`src/rtl/ref_slew_limiter.sv`:
```
// Rate-limited reference setpoint: slews ref_out toward the latched target
// by at most STEP LSBs per prescaler tick, with a settled flag.
module ref_slew_limiter #(
    parameter int cant_bits = 13,
    parameter int STEP      = 8,
    parameter int DIV       = 50000,
    parameter int CNT_W     = 16
) (
    input  logic                        CLK_G,
    input  logic                        reset_G,
    input  logic signed [cant_bits-1:0] ref_in,
    input  logic                        ref_load,
    input  logic                        hold,
    output logic signed [cant_bits-1:0] ref_out,
    output logic                        ref_tick,
    output logic                        settled
);

    typedef enum logic {
        IDLE,
        RAMP
    } state_t;

    localparam logic signed [cant_bits-1:0] STEP_V = cant_bits'(STEP);
    localparam logic [cant_bits:0]          STEP_M = (cant_bits+1)'(STEP);
    localparam logic [CNT_W-1:0]            CNT_MAX = CNT_W'(DIV - 1);

    state_t                      state_q, state_d;
    logic [CNT_W-1:0]            cnt_q, cnt_d;
    logic signed [cant_bits-1:0] target_q, target_d;
    logic signed [cant_bits-1:0] ref_out_q, ref_out_d;
    logic                        ref_tick_q, ref_tick_d;

    logic                        tick;
    logic signed [cant_bits:0]   diff;
    logic [cant_bits:0]          mag;

    always_comb begin
        tick       = (cnt_q == CNT_MAX);
        cnt_d      = tick ? '0 : cnt_q + CNT_W'(1);
        ref_tick_d = tick;

        // One extra bit keeps full-scale differences from wrapping.
        diff = {target_q[cant_bits-1], target_q}
             - {ref_out_q[cant_bits-1], ref_out_q};
        mag  = diff[cant_bits] ? $unsigned(-diff) : $unsigned(diff);

        state_d   = state_q;
        target_d  = target_q;
        ref_out_d = ref_out_q;

        if (state_q == RAMP && tick && !hold) begin
            if (mag <= STEP_M) begin
                ref_out_d = target_q;
                state_d   = IDLE;
            end else if (!diff[cant_bits]) begin
                ref_out_d = ref_out_q + STEP_V;
            end else begin
                ref_out_d = ref_out_q - STEP_V;
            end
        end

        // A new target is compared against the value leaving this edge,
        // so a simultaneous step can never strand IDLE off target.
        if (ref_load) begin
            target_d = ref_in;
            state_d  = (ref_in != ref_out_d) ? RAMP : IDLE;
        end
    end

    always_ff @(posedge CLK_G or negedge reset_G) begin
        if (!reset_G) begin
            state_q    <= IDLE;
            cnt_q      <= '0;
            target_q   <= '0;
            ref_out_q  <= '0;
            ref_tick_q <= 1'b0;
        end else begin
            state_q    <= state_d;
            cnt_q      <= cnt_d;
            target_q   <= target_d;
            ref_out_q  <= ref_out_d;
            ref_tick_q <= ref_tick_d;
        end
    end

    assign ref_out  = ref_out_q;
    assign ref_tick = ref_tick_q;
    assign settled  = (state_q == IDLE) && (ref_out_q == target_q);

endmodule

```
`config.mk`:
```
export PLATFORM = sky130hd
export DESIGN_NAME = ref_slew_limiter
export DESIGN_NICKNAME = d
export VERILOG_FILES = /design/src/rtl/ref_slew_limiter.sv
export SDC_FILE = /design/constraint.sdc
export NUM_CORES = 1
export LEC_CHECK = 0
export ABC_AREA = 0
export BUFFER_PORTS_ARGS = -buffer_cell sky130_fd_sc_hd__buf_4
export CAP_MARGIN = 20
export CORE_MARGIN = 2
export CORE_UTILIZATION = 45
export DETAILED_ROUTE_END_ITERATION = 6
export PLACE_DENSITY = 0.71
export SLEW_MARGIN = 20
export SYNTH_ARGS = -nofsm -noshare
export SYNTH_HDL_FRONTEND = slang
export SYNTH_SLANG_ARGS = --single-unit
```
`constraint.sdc`:
```
create_clock -name CLK_G -period 5.4 [get_ports CLK_G]
set_input_delay 0.27 -clock CLK_G [delete_from_list [all_inputs] [get_ports CLK_G]]
set_output_delay 0.27 -clock CLK_G [all_outputs]
set_load 0.005 [all_outputs]
```
Word-level counts from Yosys, hierarchy flattened. Cells that the tools add are included.

Bits in registers: 44. Bits of input ports: 17. Output and inout bits: 15. Logic and storage cells: 31.

Add/subtract/negate cells: 5. $lt $le $gt $ge: 1. Equality and inequality tests: 3. Multiplexer cells: 9. Bitwise operators: 1. Reductions and logical operators: 7.

Operators with widths (number): $mux W13 (3); $add A16 B1 Y16 const B (1); $eq A16 B16 Y1 const B (1); $mux W16 (1); $le A14 B4 Y1 const B (1); $mux W14 (1); $neg A14 Y14 (1); $sub A13 B13 Y14 (1); $add A13 B5 Y13 const B (1); $eq A13 B13 Y1 (1); $ne A13 B13 Y1 (1); $sub A13 B5 Y13 const B (1); $mux W1 (4); $reduce_bool A2 Y1 (2); $logic_and A1 B1 Y1 (3); $reduce_and A2 Y1 (1); $logic_not A1 Y1 (1); $not A1 Y1 (1).

Logic depth before layout (Yosys ltp). Gate-level depths: netlist of run 1.

Word-level depth: 9. Depth in mapped cells: 21. Depth with buffers taken out: 20.

Least setup slack after synthesis of run 1. No wires, ideal clock.

Kind: register to register. Start point: register ref_out_q[6], in the netlist ref_out[6]. End point: register state_q. Setup time: 136 ps. Arrival time: 4510 ps. Data required time: 5264 ps. Setup slack: 755 ps. Cell stages (with the launch flop): 22. Buffers on the path: 2. Period minus slack after synthesis: 4645 ps. Cell sequence: dfrtp_1 -> inv_1 -> ha_1 -> buf_2 -> a211oi_1 -> o21bai_1 -> or4_1 -> o21ai_2 -> buf_2 -> ha_1 -> a21o_1 -> a21oi_1 -> o21ai_0 -> nor4_1 -> o41ai_1 -> xnor2_1 -> and3_1 -> o21ai_0 -> a21oi_1 -> a311o_1 -> a2111oi_2 -> a31oi_1.

Longest elaborated chain between the ends: 9. Elaborated cells between the ends (all ways): 14. Those cells by class: add/sub (4); order compare (1); eq/ne (1); mux (6); reduce/logical (2).

Ends and longest elaborated chain: start, declared (line 31) `logic signed [cant_bits-1:0] ref_out_q, ref_out_d;`; start signal, assigned (line 82) `ref_out_q <= ref_out_d;`; $sub A13 B13 Y14 (line 45) `- {ref_out_q[cant_bits-1], ref_out_q};`; $neg A14 Y14 (line 46) `mag = diff[cant_bits] ? $unsigned(-diff) : $unsigned(diff);`; $mux W14 (line 46); $le A14 B4 Y1 (line 53) `if (mag <= STEP_M) begin`; $mux W13 (line 53); $mux W13 (line 52) `if (state_q == RAMP && tick && !hold) begin`; $ne A13 B13 Y1 (line 67) `state_d = (ref_in != ref_out_d) ? RAMP : IDLE;`; $mux W1 (line 67); $mux W1 (line 65) `if (ref_load) begin`; end signal, assigned (line 79) `state_q <= state_d;`; end, declared (line 28) `state_t state_q, state_d;`.

Several ways; a longest one is shown, not always the timed one. A chain may end at the register's enable or synchronous reset.

Final worst setup path of run 1. Ends and elaborated chain as after synthesis.

==> results.json, run 1 <==
{
  "p_switching_w": 0.000327,
  "drt_first_pass_iters": 5,
  "cts_max_level": 2,
  "syn2layout_area_growth_pct": 11.1,
  "syn_avg_cell_area_um2": 8.58,
  "rsz0062_at_grt": "false",
  "max_freq_mhz": 205,
  "cts_buffers": 5,
  "final_antenna_net_count": 0,
  "netlist_instances": 465,
  "startpoint_type": "flip-flop",
  "ys.flop_type": "dfrtp_1",
  "powerDensity_nw_per_um2": 211,
  "final_cell_mix": "dfrtp_1, buf_4, nor2_1, nand2_1, o21ai_0",
  "register_area_um2": 1100,
  "io_buffers": 31,
  "antenna_cells": 0,
  "routedWlPerCell_um": 17.5,
  "hold_end": "target_q[0]$_DFFE_PN0P_",
  "synth_cell_types": 72,
  "grt_pass1_wl_mm": 17.1,
  "final_common_cell": "dfrtp_1",
  "clockPowerShare": 0.283,
  "root_buffer": "clkbuf_8",
  "die_area_um2": 9630,
  "p_leak_nw": 1.90,
  "finalHoldViolCount": 0,
  "rr_worst_depth": 19,
  "design_area_um2": 4430,
  "cts_buffer_depth": 2,
  "grt_pass1_vias": 3597,
  "yosys_warnings": 0,
  "outcome": "finished clean",
  "worstPathArrival_ps": 5060,
  "p_int_w": 0.000606,
  "stdcell_count": 598,
  "hold_depth": 3,
  "critPathKind": "flip-flop to flip-flop",
  "hold_start": "ref_in[0]",
  "core_area_um2": 8640,
  "p_sw_frac": 0.350,
  "cts_sinks": 44,
  "relSlewSlack": 0.513,
  "vias": 3654,
  "p_total_w": 0.000933,
  "drtIter0Drc": 286,
  "multi_input_area_um2": 2700,
  "place.gp.congestion": 0.972,
  "skew_ps": 12.9,
  "placed_cell_area_um2": 4300,
  "drc": 0,
  "overflow": 0,
  "finalCritPeriodShare": 0.905,
  "slew_violations": 0,
  "seq_area_frac_synth": 0.276,
  "path_clk_slew_ps": 100,
  "utilization": 0.513,
  "hpwlAfterDp_mm": 8.03,
  "power.share.combinational": 0.340,
  "critPathMaxFanout": 10,
  "r2r_setup_slack_ps": 510,
  "row_count": 34,
  "r2r_end": "state_q$_DFFE_PN0P_",
  "crit_path_end_kind": "flip-flop",
  "nNetsFinal": 531,
  "vdd_drop_max_uv": 207,
  "max_slew.worst_pin.slew_ps": 729,
  "post-cts-setup-buffer-count": 0,
  "track_usage": 0.216,
  "wirelength_mm": 10.4,
  "clk_latency_ps": 300,
  "cap_violations": 0,
  "timing.rr.start": "ref_out[6]$_DFF_PN0_",
  "hold_class": "input port to flip-flop",
  "drive_gt1_frac": 0.149,
  "cp.required_ps": 5570,
  "antenna_found_initial": 0,
  "die_y_um": 98.1,
  "finalSetupViolCount": 0,
  "initial_core_util": 0.462,
  "ys_ff_latch": 44,
  "netlist_area_um2": 3990,
  "fillers": 809,
  "synth_edf_count": 0,
  "tritoncts": "yes",
  "seqPwrFrac": 0.376,
  "synth_fp_nets": 507,
  "fin_tns_setup_ps": 0,
  "via_per_inst": 6.11,
  "async_flop_share": 1.00,
  "grt_max_degree": 45,
  "period_minus_slack_ps": 4890,
  "die_x_um": 98.1,
  "io_pins": 32,
  "place_inst": 589
}
per-stage QoR:
| stage | hold slack (ps) | setup WS [ps] |
|---|---|---|
| finish | 186 | 511 |
| global route | 193 | 7.25 |
| CTS | 186 | 545 |
| detailed placement | 302 | 595 |
| global placement | 301 | 734 |
| floorplan | -25.6 | 755 |
registers in the layout, summed over array words and instances (netlist names):
signal and cells:
cnt_q 16, ref_out 13, ref_tick 1, state_q 1, target_q 13
cell families after synthesis:
| logic type | Yosys count | synth area share |
|---|---|---|
| adder cells (fa/ha/maj) | 25 | 0.0822 |
| AO/OA/AOI/OAI | 132 | 0.246 |
| XOR/XNOR | 47 | 0.103 |
| flip-flops | 44 | 0.276 |
| buffers and inverters | 46 | 0.0489 |
| AND/OR/NAND/NOR | 157 | 0.205 |
| multiplexers | 14 | 0.0386 |
critical path, stage by stage (launching register included):
cell and delay (ps):
dfrtp_2 460, inv_1 70, ha_2 340, a211oi_1 260, o21bai_1 170, or4_1 510
o21ai_2 200, buf_4 200, ha_1 270, a21oi_1 210, o21ai_0 150, nor4_1 330
o41ai_1 150, xnor2_1 390, nor2_1 80, o21ai_0 180, a21oi_1 90, a311o_1 340
a2111oi_2 220, a31oi_1 120
routing by layer:
layer | global-route usage | vias to the layer above | share of wire
met5 | 0 | - | 0
met1 | 0.287 | 1751 | 0.44
met4 | 0.0769 | 0 | 0.028
met3 | 0.0279 | 31 | 0.054
met2 | 0.361 | 121 | 0.48
li1 | - | 1751 | -
synth_stat cells, drive strengths merged, types with 7 or more instances:
cell | number | area share
nand4 | 8 | 0.013
nand2 | 34 | 0.032
dfrtp | 44 | 0.28
nor2 | 35 | 0.034
clkbuf | 9 | 0.0085
and3 | 7 | 0.011
xnor2 | 22 | 0.048
a21oi | 26 | 0.034
mux2 | 8 | 0.024
or3 | 9 | 0.015
buf | 11 | 0.016
a31oi | 12 | 0.019
nand3 | 19 | 0.024
inv | 26 | 0.024
a211oi | 7 | 0.013
o21ai | 32 | 0.043
ha | 23 | 0.072
xor2 | 25 | 0.055
nand2b | 7 | 0.011
a21o | 9 | 0.017
nor3 | 7 | 0.0088
timing repair:
| item | CTS | global route |
|---|---|---|
| hold buffers | 1 | 0 |
| resized for setup | 0 | 2 |
| setup endpoints to repair | 0 | 1 |
| endpoints found under the hold margin | 44 | 0 |
power by group through the flow:
| stage | Clock (W) | Combinational [W] | Sequential (W) |
|---|---|---|---|
| after floorplan | 0 | 0.000232 | 0.000352 |
| after global placement | 0 | 0.000305 | 0.000357 |
| after detailed placement | 0 | 0.000309 | 0.000357 |
| after CTS | 0.000270 | 0.000311 | 0.000351 |
| after global routing | 0.000284 | 0.000346 | 0.000352 |
| final | 0.000264 | 0.000317 | 0.000351 |
how the worst max path moves through the flow:
stage                               startpoint             endpoint  slack (ps)  cells after the start
after floorplan           ref_out[6]$_DFF_PN0_  state_q$_DFFE_PN0P_         750                     21
after global placement    ref_out[6]$_DFF_PN0_  state_q$_DFFE_PN0P_         730                     19
after detailed placement  ref_out[6]$_DFF_PN0_  state_q$_DFFE_PN0P_         590                     19
after CTS                 ref_out[6]$_DFF_PN0_  state_q$_DFFE_PN0P_         550                     19
after global routing      ref_out[6]$_DFF_PN0_  state_q$_DFFE_PN0P_           7                     19
final                     ref_out[6]$_DFF_PN0_  state_q$_DFFE_PN0P_         510                     19
cell type report:
class / instances / share of cell area
timing repair buffer: 37 / 0.0633
inverter: 26 / 0.0220
clock buffer: 5 / 0.0155
tap: 108 / 0.0305
multi-input combinational: 375 / 0.609
sequential: 44 / 0.249
clock inverter: 3 / 0.0104
Power figures use the tool's default switching activity.
==> run 2, diff against run 1 <==
--- a/config.mk
+++ b/config.mk
@@ -6,12 +6,13 @@
 export NUM_CORES = 1
 export LEC_CHECK = 0
 export ABC_AREA = 0
+export ABC_CLOCK_PERIOD_IN_PS = 5400
 export BUFFER_PORTS_ARGS = -buffer_cell sky130_fd_sc_hd__buf_4
 export CAP_MARGIN = 20
 export CORE_MARGIN = 2
-export CORE_UTILIZATION = 45
+export CORE_UTILIZATION = 60
 export DETAILED_ROUTE_END_ITERATION = 6
-export PLACE_DENSITY = 0.71
+export PLACE_DENSITY = 0.88
 export SLEW_MARGIN = 20
 export SYNTH_ARGS = -nofsm -noshare
 export SYNTH_HDL_FRONTEND = slang
==> run 2 against run 1 <==
Flip-flop and latch count stayed put. Critical path depth stayed put. Combinational power is 2% higher. Sequential power hardly changed. Largest cell class unchanged. Largest power group unchanged.
==> results.json, run 2 (synthesis results as in run 1) <==
{
  "outcome": "finished clean",
  "track_usage": 0.288,
  "antenna_found_initial": 0,
  "row_count": 29,
  "max_slew.worst_pin.slew_ps": 764,
  "rr_worst_depth": 19,
  "regMostFlops": "cnt_q",
  "cts_buffer_depth": 2,
  "stdcell_count": 569,
  "drc": 0,
  "grt_pass1_wl_mm": 17.0,
  "drtIter0Drc": 202,
  "wirelength_mm": 10.2,
  "worstPathArrival_ps": 5150,
  "via_per_inst": 6.65,
  "hpwlAfterDp_mm": 7.61,
  "grtUsageMet2": 0.469,
  "tritoncts": "yes",
  "final_antenna_net_count": 0,
  "p_int_w": 0.000609,
  "path_cells": "inv_1 > ha_2 > a211oi_2 > o21bai_1 > or4_1 > o21ai_4 > ha_1 > a21o_1 > a21oi_1 > o21ai_0 > nor4_1 > o41ai_1 > xnor2_1 > nor2_1 > o21ai_0 > a21oi_1 > a311o_1 > a2111oi_2 > a31oi_1",
  "register_area_um2": 1100,
  "multi_input_area_um2": 2710,
  "hold_start": "ref_in[0]",
  "hold_end": "target_q[0]$_DFFE_PN0P_",
  "cap_violations": 0,
  "critPathMaxFanout": 10,
  "use_met1": 0.395,
  "core_area_um2": 6390,
  "place.gp.congestion": 0.918,
  "io_pins": 32,
  "startpoint": "ref_out[6]$_DFF_PN0_",
  "cts_max_level": 2,
  "final_cell_mix": "dfrtp_1, buf_4, nor2_1, nand2_1, o21ai_0",
  "period_minus_slack_ps": 4970,
  "grt_pass1_vias": 3591,
  "finalSetupViolCount": 0,
  "critPathKind": "flip-flop to flip-flop",
  "slew_violations": 0,
  "skew_ps": 4.74,
  "die_y_um": 85.5,
  "finalHoldViolCount": 0,
  "p_sw_frac": 0.348,
  "grt_max_degree": 45,
  "overflow": 0,
  "largest_register_ffs": 16,
  "cp.required_ps": 5580,
  "clk_latency_ps": 310,
  "cts_buffers": 5,
  "antenna_cells": 0,
  "die_x_um": 85.5,
  "initial_core_util": 0.624,
  "io_buffers": 31,
  "whs_ps": 190,
  "routedWlPerCell_um": 17.8,
  "max_freq_mhz": 201,
  "seqPwrFrac": 0.376,
  "p_switching_w": 0.000324,
  "relSlewSlack": 0.489,
  "nNetsFinal": 533,
  "path_clk_slew_ps": 90,
  "cp_slowest_cell": "or4_1",
  "final_common_cell": "dfrtp_1",
  "syn2layout_area_growth_pct": 10.8,
  "crit_family": "compound AO/OA/AOI/OAI gates",
  "drive_gt1_frac": 0.152,
  "die_area_um2": 7310,
  "drt_first_pass_iters": 5,
  "fillers": 486,
  "vias": 3785,
  "timing.rr.start": "ref_out[6]$_DFF_PN0_",
  "gr-max-usage-layer": "met2",
  "startpoint_type": "flip-flop",
  "r2r_setup_slack_ps": 430,
  "hold_depth": 3,
  "powerDensity_nw_per_um2": 211,
  "grtUsageMet3": 0.0337,
  "place_inst": 558,
  "finalCritPeriodShare": 0.921,
  "root_buffer": "clkbuf_8",
  "r2r_end": "state_q$_DFFE_PN0P_",
  "cts_sinks": 44,
  "hold_class": "input port to flip-flop",
  "fin_tns_setup_ps": 0,
  "power.share.combinational": 0.345,
  "crit_path_end_kind": "flip-flop",
  "cpPeakStageDelay_ps": 560,
  "p_leak_nw": 1.92,
  "clockPowerShare": 0.279,
  "vdd_drop_max_uv": 220,
  "crit_buf_inv": 1
}
run 2: routing by layer:
| layer | wire, µm | up-vias |
|---|---|---|
| met5 | 0 | - |
| li1 | - | 1762 |
| met3 | 743 | 45 |
| met2 | 4780 | 191 |
| met4 | 354 | 0 |
| met1 | 4280 | 1787 |
run 2: through the flow:
step                      utilization  worst slack (ps)  instance area (µm²)  total power (W)
final                           0.692               429                 4420         0.000933
after global routing            0.692             -3.81                 4420         0.000982
after CTS                       0.687               233                 4390         0.000925
after detailed placement        0.668               294                 4260         0.000662
after global placement          0.668               589                 4260         0.000652
after floorplan                     -               755                 3990         0.000584
run 2: what timing repair did:
item | in CTS | in global routing
hold buffers | 1 | 0
buffers inserted | 0 | 2
resized for setup | 0 | 3
endpoints found under the setup margin | 0 | 1
endpoints found under the hold margin | 44 | 0
run 2: worst max path at each step:
stage	end	cells after the start
final	state_q$_DFFE_PN0P_	19
after global routing	state_q$_DFFE_PN0P_	19
after CTS	state_q$_DFFE_PN0P_	19
after detailed placement	state_q$_DFFE_PN0P_	19
after global placement	state_q$_DFFE_PN0P_	19
after floorplan	state_q$_DFFE_PN0P_	21
run 2: worst register-to-register path: stages (launching register included):
cell	delay [ps]
dfrtp_1	440
inv_1	70
ha_2	370
a211oi_2	250
o21bai_1	170
or4_1	560
o21ai_4	250
ha_1	280
a21o_1	180
a21oi_1	200
o21ai_0	160
nor4_1	350
o41ai_1	150
xnor2_1	350
nor2_1	70
o21ai_0	190
a21oi_1	90
a311o_1	330
a2111oi_2	240
a31oi_1	120
run 2: layout make-up:
class,instances,area share
Clock buffer,5,0.0156
Clock inverter,3,0.0105
Inverter,26,0.0221
Multi-Input combinational cell,375,0.614
Sequential cell,44,0.249
Tap cell,77,0.0218
Timing Repair Buffer,39,0.0668
run 2: power groups by stage:
stage	combinational (W)	clock (W)	sequential [W]
5_1_grt	0.000351	0.000279	0.000352
4_1_cts	0.000309	0.000266	0.000350
3_5_place_dp	0.000305	0	0.000357
6_report	0.000322	0.000260	0.000351
3_3_place_gp	0.000295	0	0.000356
2_1_floorplan	0.000232	0	0.000352
